==> src/rtl/muldiv_sequencer.sv <==
// rtl/muldiv_sequencer.sv - iterative mult/multu/div/divu unit with HI/LO registers and stall logic
// Multiply is radix-2 shift-add and divide is restoring; both share one accumulator pair.
module muldiv_sequencer #(
  parameter int WIDTH = 32
) (
  input  logic             clk,
  input  logic             rst,
  input  logic             issue_valid,
  output logic             issue_ready,
  input  logic [3:0]       mul_control,
  input  logic [WIDTH-1:0] op_a,
  input  logic [WIDTH-1:0] op_b,
  input  logic             cancel,
  input  logic             wr_hi,
  input  logic             wr_lo,
  input  logic [WIDTH-1:0] wdata,
  input  logic             rd_hi,
  input  logic             rd_lo,
  output logic [WIDTH-1:0] rd_data,
  output logic [WIDTH-1:0] hi,
  output logic [WIDTH-1:0] lo,
  output logic             busy,
  output logic             done,
  output logic             stall
);

  localparam int CW = (WIDTH > 1) ? $clog2(WIDTH) : 1;

  typedef enum logic [1:0] {S_IDLE, S_CALC, S_SIGN} state_t;

  state_t           r_state;
  state_t           w_next_state;
  logic [CW-1:0]    r_count;
  logic             r_is_mul;
  logic             r_neg_q;
  logic             r_neg_r;
  logic             r_div0;
  logic [WIDTH-1:0] r_a_raw;
  logic [WIDTH-1:0] r_b_mag;
  logic [WIDTH-1:0] r_acc_hi;
  logic [WIDTH-1:0] r_acc_lo;
  logic [WIDTH-1:0] r_hi;
  logic [WIDTH-1:0] r_lo;

  logic             w_accept;
  logic             w_last;
  logic             w_signed;
  logic             w_sa;
  logic             w_sb;
  logic [WIDTH-1:0] w_a_mag;
  logic [WIDTH-1:0] w_b_mag;
  logic [WIDTH:0]   w_add;
  logic [WIDTH:0]   w_mul_next;
  logic [WIDTH:0]   w_shift;
  logic [WIDTH:0]   w_diff;
  logic             w_ge;
  logic [2*WIDTH-1:0] w_prod;
  logic [2*WIDTH-1:0] w_prod_fix;
  logic [WIDTH-1:0] w_res_hi;
  logic [WIDTH-1:0] w_res_lo;

  assign w_accept = (r_state == S_IDLE) && issue_valid && $onehot(mul_control);
  assign w_last   = (r_count == CW'(WIDTH - 1));
  assign w_signed = mul_control[0] | mul_control[2];
  assign w_sa     = w_signed & op_a[WIDTH-1];
  assign w_sb     = w_signed & op_b[WIDTH-1];
  assign w_a_mag  = w_sa ? -op_a : op_a;
  assign w_b_mag  = w_sb ? -op_b : op_b;

  // Multiply step: conditionally add multiplicand to the upper half, then shift the pair right.
  assign w_add      = {1'b0, r_acc_hi} + {1'b0, r_b_mag};
  assign w_mul_next = r_acc_lo[0] ? w_add : {1'b0, r_acc_hi};

  // Divide step: shift remainder left taking the next dividend bit; a clear borrow means it fits.
  assign w_shift = {r_acc_hi, r_acc_lo[WIDTH-1]};
  assign w_diff  = w_shift - {1'b0, r_b_mag};
  assign w_ge    = ~w_diff[WIDTH];

  assign w_prod     = {r_acc_hi, r_acc_lo};
  assign w_prod_fix = r_neg_q ? -w_prod : w_prod;

  always_comb begin
    w_res_hi = '0;
    w_res_lo = '0;
    if (r_is_mul) begin
      w_res_hi = w_prod_fix[2*WIDTH-1:WIDTH];
      w_res_lo = w_prod_fix[WIDTH-1:0];
    end else if (r_div0) begin
      w_res_hi = r_a_raw;
      w_res_lo = '1;
    end else begin
      w_res_hi = r_neg_r ? -r_acc_hi : r_acc_hi;
      w_res_lo = r_neg_q ? -r_acc_lo : r_acc_lo;
    end
  end

  always_ff @(posedge clk) begin
    if (rst) r_state <= S_IDLE;
    else     r_state <= w_next_state;
  end

  always_comb begin
    w_next_state = r_state;
    case (r_state)
      S_IDLE: if (w_accept) w_next_state = S_CALC;
      S_CALC: begin
        if (cancel)      w_next_state = S_IDLE;
        else if (w_last) w_next_state = S_SIGN;
      end
      S_SIGN:  w_next_state = S_IDLE;
      default: w_next_state = S_IDLE;
    endcase
  end

  always_comb begin
    busy        = (r_state != S_IDLE);
    done        = (r_state == S_SIGN);
    issue_ready = (r_state == S_IDLE);
    stall       = (r_state != S_IDLE) & (issue_valid | rd_hi | rd_lo | wr_hi | wr_lo);
    rd_data     = rd_hi ? r_hi : r_lo;
  end

  always_ff @(posedge clk) begin
    if (rst) begin
      r_count  <= '0;
      r_is_mul <= 1'b0;
      r_neg_q  <= 1'b0;
      r_neg_r  <= 1'b0;
      r_div0   <= 1'b0;
      r_a_raw  <= '0;
      r_b_mag  <= '0;
      r_acc_hi <= '0;
      r_acc_lo <= '0;
    end else if (w_accept) begin
      r_count  <= '0;
      r_is_mul <= mul_control[0] | mul_control[1];
      r_neg_q  <= w_sa ^ w_sb;
      r_neg_r  <= w_sa;
      r_div0   <= (mul_control[2] | mul_control[3]) && (op_b == '0);
      r_a_raw  <= op_a;
      r_b_mag  <= w_b_mag;
      r_acc_hi <= '0;
      r_acc_lo <= w_a_mag;
    end else if (r_state == S_CALC) begin
      r_count <= r_count + CW'(1);
      if (r_is_mul) begin
        r_acc_hi <= w_mul_next[WIDTH:1];
        r_acc_lo <= {w_mul_next[0], r_acc_lo[WIDTH-1:1]};
      end else begin
        r_acc_hi <= w_ge ? w_diff[WIDTH-1:0] : w_shift[WIDTH-1:0];
        r_acc_lo <= {r_acc_lo[WIDTH-2:0], w_ge};
      end
    end
  end

  // mthi/mtlo only land while idle; while busy they stall and are re-presented.
  always_ff @(posedge clk) begin
    if (rst) begin
      r_hi <= '0;
      r_lo <= '0;
    end else if (r_state == S_SIGN) begin
      if (!cancel) begin
        r_hi <= w_res_hi;
        r_lo <= w_res_lo;
      end
    end else if (r_state == S_IDLE) begin
      if (wr_hi) r_hi <= wdata;
      if (wr_lo) r_lo <= wdata;
    end
  end

  assign hi = r_hi;
  assign lo = r_lo;

endmodule

==> config.mk <==
export PLATFORM = sky130hd
export DESIGN_NAME = muldiv_sequencer
export DESIGN_NICKNAME = d
export VERILOG_FILES = /design/src/rtl/muldiv_sequencer.sv
export SDC_FILE = /design/constraint.sdc
export NUM_CORES = 1
export LEC_CHECK = 0
export CORE_MARGIN = 8
export CORE_UTILIZATION = 43
export DETAILED_ROUTE_END_ITERATION = 8
export PLACE_DENSITY = 0.72
export SYNTH_ARGS = -nofsm -noshare
export SYNTH_HDL_FRONTEND = slang
export SYNTH_SLANG_ARGS = --single-unit
==> constraint.sdc <==
create_clock -name clk -period 3.1 [get_ports clk]
set_input_delay 0.31 -clock clk [delete_from_list [all_inputs] [get_ports clk]]
set_output_delay 0.31 -clock clk [all_outputs]
set_load 0.02 [all_outputs]
==> reports/results.ini, run 1 <==
[run_status]
outcome=complete, but fails checks
violations=negative setup slack

[pwr]
power_switching_w=0.00514
leakage_nw=8.50
p_clk_share_pct=23.7
power.internal_w=0.00741
vdd_drop_max_mv=0.476
combPwrFrac_pct=51.6
power.density_mw_per_mm2=564
sw_frac_of_total_pct=41.0
p_seq_share_pct=24.8

[timing]
whs_ps=276
slew_violations=0
period_minus_slack_ps=3110
fin_crit_sh_pct=100
max_freq_ghz=0.322
rsz0062_at_grt=yes
finClkSkew_ps=14.5
tightestPinTransition_ps=1250
hold_violations=0
setup_ws_ps=-6.65
setup_viol=3
relSlewSlack_pct=16.6

[placement]
gp_congestion=0.979
hpwl_mm=54.9
port_buffers=207
dpl_cell_area_mm2=0.0209
pre_cts_slack_ps=-271

[synthesis]
synthesis.nets=2420
ys_top_cells_by_area=dfxtp_1 (24%), a21oi_1 (7.3%), nand2_1 (5.6%), ha_1 (5.5%), o21ai_0 (4.8%)
yosys_warnings=0
synthCells=2236
ys_seq_area_share_pct=24.4
synthTopCellsByCount=nand2_1 (249), a21oi_1 (244), dfxtp_1 (203)
syn_area_per_cell_um2=7.46
ys_ff_latch=203
synth.largest_area_cell=dfxtp_1
synthArstFlopShare_pct=0
ys.flop_type=dfxtp_1
synth.distinct_cells=89
yosysMostFrequentCell=nand2_1
synth_top_area_share_pct=24.4
synth_edf_count=0
syn_area_mm2=0.0167

[detailed_routing]
via_count=19400
dr_wl_met2_mm=32.4
vias_per_cell=6.22
top_layer=met4
first_pass_iters=6
route.met3.wl_mm=6.48
drcViolationCount=0
wl_per_cell_um=22.8
first_iter_violations=1940
finalWirelength_mm=71.1
wl_met1_mm=29.6
ant_nets=0

[global_route]
grt_pass1_wl_mm=108
grt_max_degree=78
antenna_found_initial=0
grt_pass1_vias=18400
track_usage_pct=29.9
grt-ovfl-total=0

[cells_and_area]
drive_above_1_share_pct=18.5
syn_to_final_growth_pct=33.3
final_util_pct=57.8
post-route-cell-area_mm2=0.0222
final_nets=2770

[worst_setup_path]
worstPathMaxFanout=5
arrival_ps=3560
reg2reg_depth=14
cp_num_buf_inv=3
r2r_setup_slack_ps=-7
cp-endpoint=r_acc_hi[30]
worstPathCellList=buf_6 > ha_4 > fa_2 > nand2b_4 > a21o_1 > a31o_1 > and2_4 > o31ai_4 > o21a_1 > nor2_1 > buf_4 > clkbuf_16 > o311a_1 > o211a_1
crit_family=compound AO/OA/AOI/OAI gates
cp-end-kind=register
critPathKind=register to register
path_depth=14
critical-path-max-stage-delay_ps=340
critPathLaunch=r_b_mag[0]
reg2reg_to=r_acc_hi[30]
cp-start-kind=register
required_ps=3550
regToRegStartpoint=r_b_mag[0]
crit_slowest_cell=fa_2

[clock_tree]
ctsHoldBuffers=0
clk_pin_slew_worst_paths_ps=60
clkLatencyLatePin_ps=570
cts.sinks=203
cts_inserted_buffers=25
cts-root-buf=clkbuf_16
clockBufferDepth=3
htree_levels=1
cts_tree=yes

[floorplan]
ios=208
floorplan.initialDensity_pct=43.3
rows=72
placeableCoreArea_mm2=0.0385
dieHeight_um=213
chipWidth_um=213
dieArea_mm2=0.0453

[run]
maxCapViolCount=0

[hold_path]
hold_path_class=input port to register

## worst min path at each step
stage	slack, ps	start	cells past startpoint	end
2_1_floorplan	390	cancel	1	r_state[1]
3_3_place_gp	450	r_a_raw[27]	2	r_a_raw[27]
3_5_place_dp	450	r_a_raw[20]	2	r_a_raw[20]
4_1_cts	210	rst	2	r_neg_r
5_1_grt	260	rst	2	r_neg_r
6_report	280	rst	2	r_b_mag[21]
## per-layer routing
layer  vias up  GRT usage [%]
met4         0           10.9
met5         -              0
met3       155           4.71
met2       964           47.7
met1      9291           40.2
li1       9003              -
## registers in the layout, indices dropped and copies added (netlist names)
| name | flops |
|---|---|
| r_is_mul | 1 |
| r_acc_hi | 32 |
| r_a_raw | 32 |
| r_neg_q | 1 |
| lo | 32 |
| r_state | 2 |
| r_div0 | 1 |
| hi | 32 |
| r_count | 5 |
| r_neg_r | 1 |
| r_acc_lo | 32 |
| r_b_mag | 32 |
## layout by cell type, fill, tap and decap left out, types with 9 or more instances in the layout
cell	instances
nand2b_1	15
o211ai_1	26
dfxtp_2	12
a221oi_1	9
nor2_1	175
a31oi_1	17
mux2i_1	50
a21o_1	22
o21ai_0	151
a211oi_1	80
buf_4	275
nand2_1	248
nor2b_1	9
nor3_1	49
o22ai_1	10
and3_1	14
or3_1	20
xnor2_1	82
xor2_1	71
o41ai_1	12
or4_1	12
ha_1	67
a2111oi_0	9
o221a_2	13
nor4_1	27
o21ai_1	10
mux2_2	37
inv_1	62
dfxtp_1	190
o21a_1	10
nand4_1	22
clkbuf_16	27
a21oi_2	9
o221ai_1	41
clkdlybuf4s50_1	206
o31ai_1	37
nand3_1	30
a21oi_1	234
## power groups by stage
stage	registers [W]	clock network (W)	logic (W)
floorplan	0.00311	0	0.00343
global placement	0.00314	0	0.00571
detailed placement	0.00315	0	0.00577
CTS	0.00309	0.00300	0.00586
global route	0.00313	0.00310	0.00687
finish	0.00311	0.00297	0.00647
## what timing repair did
item	CTS	global route
setup endpoints to repair	27	39
resized for setup	17	70
pin swaps	2	19
gates cloned	0	3
endpoints found under the hold margin	0	0
buffers inserted	0	5
## stage by stage
step           cells  total power [W]  setup TNS, ps
5_1_grt         3120           0.0131          -1640
3_5_place_dp    3069          0.00892          -8320
4_1_cts         3112           0.0119              0
3_3_place_gp    3069          0.00885          -4620
6_report        3121           0.0125          -12.9
2_1_floorplan   2236          0.00655              0
## kinds of logic after synthesis
kind of cell / Yosys count / share of synthesized area, %
AO/OA/AOI/OAI: 797 / 31.2
XOR/XNOR: 154 / 8.09
adder cells (fa/ha/maj): 76 / 5.84
buffers and inverters: 238 / 5.44
flip-flops: 203 / 24.4
multiplexers: 89 / 5.63
AND/OR/NAND/NOR: 679 / 19.4
## final cells by class
type	count	area (um2)
multi-input cells	1795	12000
well taps	518	648
clock buffers	32	702
fillers	3556	16200
clock inverters	11	111
inverters	66	250
repair buffers	495	4370
diodes	1	2.50
flip-flops and latches	203	4080
(Power assumes the default switching activity.)
==> run 2, diff against run 1 <==
--- a/config.mk
+++ b/config.mk
@@ -5,6 +5,7 @@
 export SDC_FILE = /design/constraint.sdc
 export NUM_CORES = 1
 export LEC_CHECK = 0
+export CORE_ASPECT_RATIO = 0.7
 export CORE_MARGIN = 8
 export CORE_UTILIZATION = 43
 export DETAILED_ROUTE_END_ITERATION = 8
==> reports/results.ini, run 2 (same netlist as run 1, synthesis figures left out) <==
[run_status]
outcome=complete, but fails checks
violations=negative setup slack

[cells_and_area]
final_cell_mix=buf_4 (281), nand2_1 (247), a21oi_1 (237), clkdlybuf4s50_1 (205), dfxtp_1 (194)
syn_to_final_growth_pct=33.8
drive_above_1_share_pct=18.7  ; +0.22 points
multi_input_area_mm2=0.0120  ; -0.27%
final_nets=2785  ; +0.54%
regArea_mm2=0.00408  ; -0.12%
final_util_pct=58.3  ; +0.51 points
final_common_cell=buf_4
fill_cells=3421  ; -3.8%

[timing]
period_minus_slack_ps=3190  ; +83.8 ps
whs_ps=241  ; -35.0 ps
setup_ws_ps=-90.4  ; -83.8 ps
slew_violations=0  ; unchanged
tightestPinTransition_ps=1030  ; -222 ps
rsz0062_at_grt=yes
finClkSkew_ps=19.9  ; +5.36 ps
max_freq_ghz=0.313  ; -2.6%
hold_violations=0  ; unchanged
fin_crit_sh_pct=103  ; +2.7 points
relSlewSlack_pct=31.1  ; +15 points
setup_viol=15  ; +12

[worst_setup_path]
cp-end-kind=register
required_ps=3560  ; about the same
arrival_ps=3650  ; +90 ps
critPathKind=register to register
worstPathMaxFanout=7  ; +2
cp-start-kind=register

[global_route]
antenna_found_initial=0  ; unchanged
track_usage_pct=30.3  ; +0.47 points
grt_max_degree=73  ; -6.4%
grt_pass1_vias=18600  ; +1.1%
grt_pass1_wl_mm=111  ; +3.3%
grt-ovfl-total=0  ; unchanged

[run]
maxCapViolCount=0  ; unchanged

[clock_tree]
htree_levels=1  ; unchanged
clkLatencyLatePin_ps=570  ; about the same
clockBufferDepth=3  ; unchanged
cts-root-buf=clkbuf_16
ctsHoldBuffers=0  ; unchanged
cts_inserted_buffers=25  ; unchanged
cts.sinks=203  ; unchanged
clk_pin_slew_worst_paths_ps=70  ; about the same
cts_tree=yes

[detailed_routing]
finalWirelength_mm=72.4  ; +2.0%
first_iter_violations=2423  ; +25%
via_count=19800  ; +1.9%
vias_per_cell=6.35  ; +2.0%
ant_nets=0  ; unchanged
wl_per_cell_um=23.2  ; +2.1%
drcViolationCount=0  ; unchanged
first_pass_iters=7  ; +1

[floorplan]
dieArea_mm2=0.0454  ; +0.22%
chipWidth_um=251  ; +18%
placeableCoreArea_mm2=0.0383  ; -0.47%
rows=60  ; -17%
dieHeight_um=181  ; -15%
ios=208  ; unchanged
floorplan.initialDensity_pct=43.5  ; +0.20 points

[hold_path]
hold_path_class=input port to register

[placement]
port_buffers=207  ; unchanged
hpwl_mm=56.1  ; +2.0%
gp_congestion=1.04  ; +6.7%

[pwr]
vdd_drop_max_mv=0.416  ; -13%
leakage_nw=8.59  ; +1.0%
total_power_w=0.0126  ; +0.80%
power.density_mw_per_mm2=567  ; +0.40%

[run 2: changes by cell type in the layout (fill, tap and decap cells not counted), moves of 4 or more]
cell / delta
o21ai_0: -7
o21ai_1: +7
buf_6: +6
dfxtp_2: -4
buf_4: +6
dfxtp_1: +4
[run 2: final cells by class]
cell class                      count  share of cell area, %
Antenna cell                        1                 0.0112
Clock buffer                       31                   3.08
Clock inverter                     15                  0.606
Inverter                           66                   1.11
Multi-Input combinational cell   1795                   53.9
Sequential cell                   203                   18.3
Tap cell                          496                   2.78
Timing Repair Buffer              510                   20.3
[run 2: final timing paths]
path              start           to  slack [ps]  cells after the start
max reg2reg  r_b_mag[0]  r_acc_hi[7]         -90                     14
min                 rst  r_acc_hi[2]         240                      4
max          r_b_mag[0]  r_acc_hi[7]         -90                     14
min reg2reg       lo[9]        lo[9]         470                      2
[run 2: critical path, stage by stage, from the launching register on]
cell	delay, ps
dfxtp_2	340
buf_6	120
ha_4	150
fa_2	400
nand2b_4	150
a21o_1	190
a31o_1	220
and2_4	190
o31ai_4	360
buf_4	190
o21ai_4	80
buf_6	200
nand4_1	170
o31ai_4	100
o31ai_1	230
[run 2: repair_timing]
item / in CTS / in global routing
endpoints found under the setup margin: 29 / 36
gates resized for setup: 14 / 86
cloned: 0 / 1
buffers inserted: 1 / 12
pin swaps: 3 / 36
endpoints found under the hold margin: 0 / 0
[run 2: metrics by stage]
stage | instance area [um2] | setup WS [ps] | setup TNS [ps] | instances
after global placement | 21000 | -143 | -816 | 3057
after CTS | 21900 | -6.46 | -8.60 | 3104
final | 22300 | -90.4 | -515 | 3117
after global routing | 22300 | -158 | -2330 | 3116
after floorplan | 16700 | 112 | 0 | 2236
after detailed placement | 21000 | -226 | -3280 | 3057
[run 2: power breakdown]
part	switching (W)	internal, W	leakage (nW)
logic	0.00362	0.00291	6.53
clock network	0.00133	0.00168	0.392
registers	0.000261	0.00284	1.66
[run 2: per-layer routing]
metal / GRT usage [%] / wire [um] / up-vias / part of all wire (%)
li1: - / - / 9057 / -
met5: 0 / 0 / - / 0
met4: 7.71 / 1940 / 0 / 2.7
met1: 42.8 / 31400 / 9482 / 43
met3: 9.78 / 9240 / 145 / 13
met2: 43.9 / 29900 / 1099 / 41
